File: src/rtl/sddr_init_seq.sv
// DDR3 power-up initialisation (RESET#/CKE/MRS/ZQCL) and periodic auto-refresh
// sequencer driving the controller-side command pins of the PHY.
module sddr_init_seq #(
    parameter int BANK_BITS      = 3,
    parameter int ADDR_BITS      = 14,
    parameter int RESET_CYCLES   = 60000,
    parameter int CKE_CYCLES     = 150000,
    parameter int TXPR_CYCLES    = 120,
    parameter int TMRD_CYCLES    = 4,
    parameter int TMOD_CYCLES    = 12,
    parameter int TZQINIT_CYCLES = 512,
    parameter int TREFI_CYCLES   = 2340,
    parameter int TRFC_CYCLES    = 48,
    parameter logic [ADDR_BITS-1:0] MR0_VAL = 'h0520,
    parameter logic [ADDR_BITS-1:0] MR1_VAL = 'h0004,
    parameter logic [ADDR_BITS-1:0] MR2_VAL = 'h0008,
    parameter logic [ADDR_BITS-1:0] MR3_VAL = 'h0000
) (
    input  logic                 in_ddr_clock_i,
    input  logic                 in_reset_i,
    output logic                 ctl_ddr_reset_n_o,
    output logic                 ctl_cke_o,
    output logic                 ctl_odt_o,
    output logic                 ctl_ras_n_o,
    output logic                 ctl_cas_n_o,
    output logic                 ctl_we_n_o,
    output logic [BANK_BITS-1:0] ctl_ba_o,
    output logic [ADDR_BITS-1:0] ctl_addr_o,
    output logic                 init_done_o,
    output logic                 ref_busy_o,
    output logic                 cmd_allow_o
);

    function automatic int max2(input int a, input int b);
        return (a > b) ? a : b;
    endfunction

    // RST_LOW is loaded with the full count because its count starts at the
    // reset edge, one edge before cycle 0; every other wait loads duration-1.
    localparam int INIT_MAX = max2(RESET_CYCLES, max2(CKE_CYCLES - 1,
                              max2(TXPR_CYCLES - 1, max2(TMRD_CYCLES - 1,
                              max2(TMOD_CYCLES - 1, max2(TZQINIT_CYCLES - 1,
                                   TRFC_CYCLES - 1))))));
    localparam int CW = $clog2(INIT_MAX + 1);
    localparam int RW = $clog2(TREFI_CYCLES);

    localparam logic [CW-1:0] RESET_LOAD = CW'(RESET_CYCLES);
    localparam logic [CW-1:0] CKE_LOAD   = CW'(CKE_CYCLES - 1);
    localparam logic [CW-1:0] TXPR_LOAD  = CW'(TXPR_CYCLES - 1);
    localparam logic [CW-1:0] TMRD_LOAD  = CW'(TMRD_CYCLES - 1);
    localparam logic [CW-1:0] TMOD_LOAD  = CW'(TMOD_CYCLES - 1);
    localparam logic [CW-1:0] TZQ_LOAD   = CW'(TZQINIT_CYCLES - 1);
    localparam logic [CW-1:0] TRFC_LOAD  = CW'(TRFC_CYCLES - 1);
    localparam logic [RW-1:0] TREFI_LOAD = RW'(TREFI_CYCLES - 1);

    localparam logic [ADDR_BITS-1:0] ZQCL_ADDR = {{(ADDR_BITS-11){1'b0}}, 1'b1, 10'b0};

    typedef enum logic [3:0] {
        ST_RST_LOW, ST_CKE_LOW, ST_TXPR, ST_MRS2, ST_MRS3, ST_MRS1,
        ST_MRS0, ST_ZQCL, ST_ZQ_WAIT, ST_IDLE, ST_REFRESH
    } state_t;

    state_t          state;
    logic [CW-1:0]   cnt;
    logic [RW-1:0]   ref_cnt;

    always_ff @(posedge in_ddr_clock_i) begin
        if (in_reset_i) begin
            state             <= ST_RST_LOW;
            cnt               <= RESET_LOAD;
            ref_cnt           <= '0;
            ctl_ddr_reset_n_o <= 1'b0;
            ctl_cke_o         <= 1'b0;
            ctl_odt_o         <= 1'b0;
            ctl_ras_n_o       <= 1'b1;
            ctl_cas_n_o       <= 1'b1;
            ctl_we_n_o        <= 1'b1;
            ctl_ba_o          <= '0;
            ctl_addr_o        <= '0;
            init_done_o       <= 1'b0;
            ref_busy_o        <= 1'b0;
            cmd_allow_o       <= 1'b0;
        end else begin
            // Every cycle is a NOP unless a transition below issues a command.
            ctl_odt_o   <= 1'b0;
            ctl_ras_n_o <= 1'b1;
            ctl_cas_n_o <= 1'b1;
            ctl_we_n_o  <= 1'b1;
            ctl_ba_o    <= '0;
            ctl_addr_o  <= '0;
            case (state)
                ST_RST_LOW: begin
                    if (cnt == '0) begin
                        state             <= ST_CKE_LOW;
                        ctl_ddr_reset_n_o <= 1'b1;
                        cnt               <= CKE_LOAD;
                    end else begin
                        cnt <= cnt - CW'(1);
                    end
                end
                ST_CKE_LOW: begin
                    if (cnt == '0) begin
                        state     <= ST_TXPR;
                        ctl_cke_o <= 1'b1;
                        cnt       <= TXPR_LOAD;
                    end else begin
                        cnt <= cnt - CW'(1);
                    end
                end
                ST_TXPR, ST_MRS2, ST_MRS3, ST_MRS1: begin
                    if (cnt == '0) begin
                        ctl_ras_n_o <= 1'b0;
                        ctl_cas_n_o <= 1'b0;
                        ctl_we_n_o  <= 1'b0;
                        cnt         <= TMRD_LOAD;
                        case (state)
                            ST_TXPR: begin
                                state      <= ST_MRS2;
                                ctl_ba_o   <= BANK_BITS'(2);
                                ctl_addr_o <= MR2_VAL;
                            end
                            ST_MRS2: begin
                                state      <= ST_MRS3;
                                ctl_ba_o   <= BANK_BITS'(3);
                                ctl_addr_o <= MR3_VAL;
                            end
                            ST_MRS3: begin
                                state      <= ST_MRS1;
                                ctl_ba_o   <= BANK_BITS'(1);
                                ctl_addr_o <= MR1_VAL;
                            end
                            default: begin
                                state      <= ST_MRS0;
                                ctl_ba_o   <= '0;
                                ctl_addr_o <= MR0_VAL;
                                cnt        <= TMOD_LOAD;
                            end
                        endcase
                    end else begin
                        cnt <= cnt - CW'(1);
                    end
                end
                ST_MRS0: begin
                    if (cnt == '0) begin
                        state      <= ST_ZQCL;
                        ctl_we_n_o <= 1'b0;
                        ctl_addr_o <= ZQCL_ADDR;
                        cnt        <= TZQ_LOAD;
                    end else begin
                        cnt <= cnt - CW'(1);
                    end
                end
                ST_ZQCL, ST_ZQ_WAIT: begin
                    if (cnt == '0) begin
                        state       <= ST_IDLE;
                        init_done_o <= 1'b1;
                        cmd_allow_o <= 1'b1;
                        ref_cnt     <= TREFI_LOAD;
                    end else begin
                        state <= ST_ZQ_WAIT;
                        cnt   <= cnt - CW'(1);
                    end
                end
                ST_IDLE: begin
                    if (ref_cnt == '0) begin
                        state       <= ST_REFRESH;
                        ctl_ras_n_o <= 1'b0;
                        ctl_cas_n_o <= 1'b0;
                        ref_busy_o  <= 1'b1;
                        cmd_allow_o <= 1'b0;
                        ref_cnt     <= TREFI_LOAD;
                        cnt         <= TRFC_LOAD;
                    end else begin
                        ref_cnt <= ref_cnt - RW'(1);
                    end
                end
                ST_REFRESH: begin
                    // The REF-to-REF interval keeps counting through the busy window.
                    if (ref_cnt != '0) begin
                        ref_cnt <= ref_cnt - RW'(1);
                    end
                    if (cnt == '0) begin
                        state       <= ST_IDLE;
                        ref_busy_o  <= 1'b0;
                        cmd_allow_o <= 1'b1;
                    end else begin
                        cnt <= cnt - CW'(1);
                    end
                end
                default: begin
                    state <= ST_RST_LOW;
                    cnt   <= RESET_LOAD;
                end
            endcase
        end
    end

endmodule

File: config.mk
export PLATFORM = sky130hd
export DESIGN_NAME = sddr_init_seq
export DESIGN_NICKNAME = d
export VERILOG_FILES = /design/src/rtl/sddr_init_seq.sv
export SDC_FILE = /design/constraint.sdc
export NUM_CORES = 1
export LEC_CHECK = 0
export ABC_AREA = 0
export CAP_MARGIN = 20
export CORE_MARGIN = 2
export CORE_UTILIZATION = 44
export CTS_BUF_LIST = sky130_fd_sc_hd__clkbuf_4
export DETAILED_ROUTE_END_ITERATION = 6
export PLACE_DENSITY = 0.7
export RECOVER_POWER = 50
export SLEW_MARGIN = 25
export SYNTH_ARGS = -nofsm -noshare
export SYNTH_HDL_FRONTEND = slang
export SYNTH_SLANG_ARGS = --single-unit
File: constraint.sdc
create_clock -name in_ddr_clock_i -period 3.15 [get_ports in_ddr_clock_i]
set_input_delay 0.315 -clock in_ddr_clock_i [delete_from_list [all_inputs] [get_ports in_ddr_clock_i]]
set_output_delay 0.315 -clock in_ddr_clock_i [all_outputs]
set_load 0.02 [all_outputs]
**Word-level counts from Yosys, hierarchy flattened**

Index checks and enable logic that the tools add are counted.

- Register bits: 58
- Input port bits: 2
- Output and inout port bits: 26

- Multiplexer cells: 35
- Equal/unequal tests: 20
- $add $sub $neg: 2
- Bitwise logic cells: 3
- Reductions and logical operators: 22

Operators with widths:

| cell | number |
|---|---|
| 18-bit two-way mux | 6 |
| 18-bit case mux with 6 select lines | 1 |
| 12-bit two-way mux | 3 |
| 12-bit case mux with 3 select lines | 1 |
| 11-bit case mux with 3 select lines | 1 |
| 4-bit two-way mux | 7 |
| 4-bit case mux with 7 select lines | 1 |
| 11-bit two-way mux | 2 |
| 11-bit case mux with 2 select lines | 1 |
| 18-bit zero test | 1 |
| 2-bit inequality test (second input constant) | 9 |
| 18-bit by 1-bit subtractor with 18-bit output (second input constant) | 1 |
| 4-bit by 3-bit == test with 1-bit output (second input constant) | 4 |
| 4-bit == test (second input constant) | 3 |
| 12-bit zero test | 1 |
| 12-bit nonzero test | 1 |
| 12-bit by 1-bit subtractor with 12-bit output (second input constant) | 1 |
| 3-bit case mux with 3 select lines | 1 |
| 3-bit AND reduction | 3 |
| 3-bit OR reduction | 3 |
| 4-bit by 2-bit == test with 1-bit output (second input constant) | 2 |
| 2-bit AND reduction | 4 |
| 1-bit two-way mux | 7 |
| 1-bit case mux with 2 select lines | 3 |
| other kinds (11) | 15 |

**Depth between registers and ports, before layout**

Gate-level depths: netlist (run 1).

- Depth in word-level cells: 5
- Gate-level depth with buffers: 9
- Gate-level depth less buffers: 8

**Worst setup path after synthesis (run 1)**

OpenSTA, ideal clock, no wires.

- Path type: register to register
- Start point: reg ref_cnt[0]
- End point: reg ref_cnt[0]
- Stages on the path, launching flop included: 9
- Setup slack: 1.022 ns
- Library setup time: 0.078 ns
- Data arrival time: 2.050 ns
- Clock period less this slack: 2.128 ns
- Cell sequence: dfxtp_1 > inv_1 > ha_1 > or4b_1 > or4_1 > buf_2 > and2_4 > and3_1 > nor3_1

- Longest elaborated chain between the ends: 3

Ends and longest elaborated chain:

| element | RTL line | source |
|---|---|---|
| start: declaration | 65 | `logic [RW-1:0] ref_cnt;` |
| start signal: assignment | 174 | `ref_cnt <= ref_cnt - RW'(1);` |
| start signal: assignment | 180 | `ref_cnt <= ref_cnt - RW'(1);` |
| 12-bit by 1-bit subtractor with 12-bit output, or another cell as far along | 174, 180 |  |
| 12-bit two-way mux, or another cell as far along | 179 | `if (ref_cnt != '0) begin` |
| 12-bit case mux with 3 select lines or 3-bit AND reduction (tied branches) | - |  |

Parallel ways exist; a longest one is shown, timed or not. The select of a mux whose other input is x is not followed.
A chain may end at the register's enable or synchronous reset.

**Worst setup path in the final report (run 1)**

- Start point: reg cnt[10]
- End point: reg cnt[17]

- Longest elaborated chain between the ends: 3

Ends and longest elaborated chain:

| element | RTL line | source |
|---|---|---|
| start: declaration | 64 | `logic [CW-1:0] cnt;` |
| start signal: assignment | 98 | `cnt <= cnt - CW'(1);` |
| start signal: assignment | 107 | `cnt <= cnt - CW'(1);` |
| start signal: assignment | 140 | `cnt <= cnt - CW'(1);` |
| 18-bit by 1-bit subtractor with 18-bit output or 18-bit zero test (tied branches) | - |  |
| 18-bit two-way mux, or another cell as far along | 154, 182 |  |
| 18-bit case mux with 6 select lines or 2-bit AND reduction (tied branches) | - |  |

Parallel ways exist; a longest one is shown, timed or not. The select of a mux whose other input is x is not followed.

==> results of run 1 <==
## sequential cells by signal, summed over array words and instances, names as in the netlist
register / flops
cmd_allow_o: 1
cnt: 18
ctl_addr_o: 4
ctl_ba_o: 2
ctl_cas_n_o: 1
ctl_cke_o: 1
ctl_ddr_reset_n_o: 1
ctl_we_n_o: 1
init_done_o: 1
ref_busy_o: 1
ref_cnt: 12
state: 4
## per-stage QoR
step                      hold WS [ns]  utilization [%]  cells  power [µW]
after floorplan                  0.458                -    369         767
after global placement           0.459             49.3    435         789
after detailed placement         0.460             49.3    435         790
after CTS                        0.494             50.3    443        1080
after global routing             0.515             50.0    443        1130
final                            0.482             50.0    443        1070
## power breakdown
part           switching (µW)  total [µW]  internal [µW]
registers                27.2         637            610
logic                    91.1         144           52.5
clock network             204         293           89.7
## cell usage after synthesis, drive strengths merged (2+ instances only)
master | count | area [µm²]
a21o | 4 | 30.0
a21oi | 28 | 140
a221o | 3 | 30.0
a31oi | 6 | 37.5
a32oi | 2 | 17.5
and2 | 5 | 33.8
and3 | 3 | 18.8
buf | 19 | 125
clkbuf | 15 | 57.6
dfxtp | 47 | 941
ha | 4 | 50.1
inv | 10 | 37.5
nand2 | 34 | 128
nand2b | 2 | 12.5
nand3 | 17 | 85.1
nand4 | 6 | 37.5
nor2 | 34 | 128
nor2b | 2 | 12.5
nor3 | 24 | 125
nor4 | 9 | 77.6
o211ai | 3 | 22.5
o21ai | 17 | 88.8
o22ai | 4 | 25.0
o31ai | 6 | 50.1
or2 | 2 | 15.0
or3 | 5 | 31.3
or3b | 2 | 17.5
or4 | 5 | 45.0
xnor2 | 10 | 87.6
xor2 | 9 | 78.8
## routing by layer
layer	vias up	share of wire [%]	routed length, µm
li1	1297	-	-
met1	1237	48	3260
met2	104	44	3040
met3	11	6.5	444
met4	0	1.3	91
met5	-	0	0
## worst paths after layout
path / startpoint / to / slack (ns) / cells after the start
min: init_done_o$_SDFFE_PP0P_ / init_done_o$_SDFFE_PP0P_ / 0.48 / 2
max reg2reg: cnt[10]$_SDFFE_PP0P_ / cnt[17]$_SDFFE_PP0P_ / 0.53 / 6
max: cnt[10]$_SDFFE_PP0P_ / cnt[17]$_SDFFE_PP0P_ / 0.53 / 6
min reg2reg: init_done_o$_SDFFE_PP0P_ / init_done_o$_SDFFE_PP0P_ / 0.48 / 2
## cell type report
class | instances | area (µm²) | share of cell area, %
Clock inverter | 3 | 25.0 | 0.836
Inverter | 10 | 37.5 | 1.25
Clock buffer | 5 | 37.5 | 1.25
Sequential cell | 47 | 941 | 31.4
Tap cell | 75 | 93.8 | 3.13
Multi-Input combinational cell | 278 | 1640 | 54.9
Timing Repair Buffer | 25 | 216 | 7.23
## tightest hold or removal path: cells and delay by family (launching register included)
| kind | cells | cell delay (ns) |
|---|---|---|
| flops | 1 | 0.35 |
| simple gates | 1 | 0.07 |
| compound gates | 1 | 0.04 |
## cells by family (layout without fill, tap and decap cells)
kind of cell               after synthesis  after routing  synth area share (%)
adders and majority gates                4              4                  1.80
xor gates and xnor gates                19             19                  6.00
buffers and inverters                   44             43                  7.94
DFF                                     47             47                  33.9
AOI/OAI and AO/OA                       90             90                  21.2
and+or+nand+nor                        154            154                  29.0
other                                    1             11                 0.135
==> impl_results.md, run 1 <==
* Initial antenna violation count at 0
* Area delta synth->final at 7.89%
* Cell mode on critical path: or4_1
* Busiest grt layer: met2
* Root Buffer: clkbuf_4
* Met3 usage at between 3 and 4%
* Peak VDD IR at 0.170 mV
* Final Hold Viols at 0
* Max incr delay on CP at 0.57 ns
* Chip width at 83.4 µm
* Critical path class: flip-flop to flip-flop
* Synthesized area at 0.00278 mm²
* Seq/Total Area, Yosys at between 30% and 40%
* Chip Height at 83.4 µm
* Routed len/inst at 15.4 µm
* Final critical-path required period at 2.62 ns
* Post-synth EDFFs at 0
* Final setup fails at 0
* Worst Setup End Kind: flip-flop
* Worst Path Arrival at 2.94 ns
* Io pins at 28
* Postcts setup bufs at 0
* GR Util All Layers at 19.8%
* Static leakage power at ~0.0011 µW
* Mean Syn Cell Area at 7.73 µm²
* Status: finished clean
* DP Worst Slack at 0.596 ns
* Synthesis warning total at 0
* Placer Congestion at 0.953
* Buf+Inv Stages, Crit Path at 0
* Worst path cell trace: or4_1 > nor3_1 > nand4_1 > or4_1 > a21boi_0 > o21ai_0
* CP required at between 3 and 4 ns
* DIE AREA at a little under 0.007 mm²
* Final-layout fill cell count at just under 600
* M1 GR Usage at 28.0%
* Vias at about 2600
* Slew HR at 47.9%
* Initial DRC count at roughly 270
* CP Max Fanout at 7
* Met2 usage at 30.9%
* Max clock buf depth at 2
* Pin count of the biggest net entering global routing at 27
* Unique cell type count in the Yosys netlist at 64
* # nets final at 373
* Yosys reg bits at 47
* Vias in the first global route at 2389
* Final period util at 83.3%
* Port bufs at 16
* Routed Antenna Nets at 0
* Post-DP HPWL at 5.11 mm
* Max-Cap Viols at 0
* Via-to-Cell Ratio at 5.98
* Most frequent cells in the layout: dfxtp_1, nor2_1, nand2_1
* PnR worst setup slack at 0.526 ns
* Core area at 0.00599 mm²
* CTS H-tree lvls at 2
* Row cnt at 28
* Fin Clk Skew at around 0.0075 ns
* DP Area at 0.00295 mm²
* TritonCTS Buffers at 5
* Slowest-stage cell, CP: or4_1
* Drt total wl at 6.84 mm
* Share of cells above drive strength 1 at 6.52%
* Fin area at about 0.0030 mm²
* Congestion Overflow GR at 0
* CTS Hold Bufs at 0
* Fin. max-slew vios at 0
* CTS tree: done
* Async SR Flop Fraction at 0%
* Post-CTS Resized at 0
* Clock Latency Late Sink at 0.37 ns
* Worst-margin pin slew at 0.774 ns
* Total negative setup slack at 0 ns
* First-pass GRT wire length at 11.4 mm
* Worst Hold Class: flip-flop to flip-flop
* FMAX at ~0.38 GHz
* RSZ-0062 raised after global routing: false
* Worst-path clk slew at 0.14 ns
* Commonest non-fill, non-tap cell in the layout: dfxtp_1
* PwrDens at 359 mW/mm²
* Initial Util at between 40 and 50%
* DRC violations left at 0
* Top FF cell, synth: dfxtp_1
* Antenna cells at 0
* CP delay by family, top: simple AND/OR/NAND/NOR gates
* Initial DRT Pass Iterations at 5
* Syn Inst Count at 359
* Startpoint types: flip-flop
* CTS Sinks at 47
Note: power is estimated with default switching activity, not from simulation.
==> run 2, diff against run 1 <==
==> constraint.sdc (replaced) <==
create_clock -name in_ddr_clock_i -period 2.7 [get_ports in_ddr_clock_i]
set_input_delay 0.27 -clock in_ddr_clock_i [delete_from_list [all_inputs] [get_ports in_ddr_clock_i]]
set_output_delay 0.27 -clock in_ddr_clock_i [all_outputs]
set_load 0.02 [all_outputs]
==> run 2 against run 1 <==
Critical path depth increased by 1; power increased by 35%; largest cell class unchanged; register-to-register slack got worse by 0.26 ns; clock power increased by 83%; routed wire length increased by 4.8%; die area unchanged; critical endpoint is now ref_cnt[5]$_SDFFE_PP0P_.
==> impl_results.md, run 2 (same netlist as run 1, synthesis figures left out) <==
* Io pins at 28
* Slowest-stage cell, CP: dfxtp_1
* DIE AREA at 0.00696 mm²
* Share of cells above drive strength 1 at under 10%
* Max incr delay on CP at 0.61 ns
* Via-to-Cell Ratio at 6.05
* M1 GR Usage at 28.1%
* CP delay by family, top: compound AO/OA/AOI/OAI gates
* DP Worst Slack at 0.229 ns
* Fin. max-slew vios at 0
* Largest reg by FF count: cnt
* Final period util at 90.1%
* Antenna cells at 0
* Core area at about 0.006 mm²
* Startpoint types: flip-flop
* Clock Latency Late Sink at 0.38 ns
* Vias at 2721
* Post-CTS Resized at 0
* Met2 usage at 31.7%
* Worst path cell trace: clkbuf_1 > nor2b_1 > a2bb2oi_1 > o31a_1 > nor3_1 > xnor2_1 > a21oi_1
* Final core occ at 51.7%
* Initial Util at 46.3%
* FF-to-FF Start: state[2]$_SDFFE_PP0P_
* Final setup fails at 0
* Met3 usage at under 10%
* Chip Height at 83.4 µm
* Initial antenna violation count at 0
* Flop2flop setup slack at 0.27 ns
* Hold_sp: ctl_ddr_reset_n_o$_SDFFE_PP0P_
* Final critical-path required period at approximately 2.4 ns
* Post-DP HPWL at 5.20 mm
* Initial DRC count at 352
* PnR worst setup slack at 0.268 ns
* Status: finished clean
* Reg2reg path depth at 7
* Total negative setup slack at 0 ns
* Pin count of the biggest net entering global routing at 27
* Root Buffer: clkbuf_4
* Routed len/inst at ~16 µm
* CP Max Fanout at 15
* Fin Clk Skew at 0.0123 ns
* Initial DRT Pass Iterations at 5
* Peak VDD IR at 0.305 mV
* TritonCTS Buffers at 5
* R2R Path End: ref_cnt[5]$_SDFFE_PP0P_
* GR Util All Layers at 20.6%
* Critical path class: flip-flop to flip-flop
* CTS H-tree lvls at 2
* # nets final at 380
* Area delta synth->final at 11.5%
* Chip width at roughly 83 µm
* CTS tree: done
* Worst-margin pin slew at 0.620 ns
* Vias in the first global route at around 2500
* Hold WS at ~0.46 ns
* Slew HR at between 50 and 60%
* FMAX at 0.411 GHz
* Placer Congestion at approximately 0.9
* First-pass GRT wire length at 11.8 mm
* Final-layout fill cell count at 594
* Worst Hold Class: flip-flop to flip-flop
* PwrDens at 470 mW/mm²
* Critical Path End: ref_cnt[5]$_SDFFE_PP0P_
* Worst-path clk slew at about 0.14 ns
* Crit path from: state[2]$_SDFFE_PP0P_
* RSZ-0062 raised after global routing: false
* Congestion Overflow GR at 0
* DRC violations left at 0
* Buf+Inv Stages, Crit Path at 1
* Drt total wl at 7.17 mm
* Commonest non-fill, non-tap cell in the layout: dfxtp_1
* Design Power at about 1500 µW
* Max-Cap Viols at 0
* Top flop regs: cnt: 18 flops, ref_cnt: 12 flops
* WP depth at 7
* Routed Antenna Nets at 0
* CTS Sinks at 47
* CP required at between 3 and 4 ns
* Final Hold Viols at 0
* Largest register FFs at 18
* Max clock buf depth at 2
* Port bufs at 16
* CTS Hold Bufs at 0
* Busiest grt layer: met2
* Row cnt at 28
* Worst Path Arrival at 2.75 ns
* Worst Setup End Kind: flip-flop
* Static leakage power at 0.00119 µW
* Most frequent cells in the layout: dfxtp_1, nor2_1, nand2_1
## run 2: worst min path at each step
stage | end | slack, ns | cells past startpoint
after floorplan | cnt[9]$_SDFFE_PP1P_ | 0.46 | 1
after global placement | ctl_ddr_reset_n_o$_SDFFE_PP0P_ | 0.44 | 2
after detailed placement | ctl_ddr_reset_n_o$_SDFFE_PP0P_ | 0.44 | 2
after CTS | ctl_ddr_reset_n_o$_SDFFE_PP0P_ | 0.47 | 2
after global routing | ctl_ddr_reset_n_o$_SDFFE_PP0P_ | 0.48 | 2
final | ctl_ddr_reset_n_o$_SDFFE_PP0P_ | 0.46 | 2
## run 2: worst register-to-register path, cell delays in order, from the launching register on
cell	delay [ns]
dfxtp_1	0.61
clkbuf_1	0.54
nor2b_1	0.22
a2bb2oi_1	0.31
o31a_1	0.32
nor3_1	0.12
xnor2_1	0.13
a21oi_1	0.14
## run 2: cell type report
class	count	area, µm²	share of cell area, %
clock buffers	5	37.5	1.21
clock inverters	3	67.6	2.18
inverters	10	37.5	1.21
multi-input cells	278	1650	53.4
flip-flops and latches	47	941	30.4
well taps	75	93.8	3.03
repair buffers	32	265	8.57
## run 2: where the power goes
group | internal, µW | switching [µW] | leakage (µW)
Combinational | 65.7 | 108 | 0.000755
Clock | 288 | 248 | 0.0000514
Sequential | 712 | 32.0 | 0.000380
Total | 1070 | 388 | 0.00119
## run 2: stage by stage
stage / instances / instance area [µm²]
global route: 450 / 3090
finish: 450 / 3090
floorplan: 369 / 2810
CTS: 449 / 3100
detailed placement: 441 / 3000
global placement: 441 / 3000
## run 2: timing repair
| item | CTS | global route |
|---|---|---|
| buffers inserted | 0 | 1 |
| endpoints found under the hold margin | 0 | 0 |
| setup endpoints to repair | 0 | 1 |
## run 2: per-layer routing
metal	share of wire (%)	routed length [µm]
met1	45	3190
met2	45	3210
met3	8.1	584
met4	2.6	183
met5	0	0
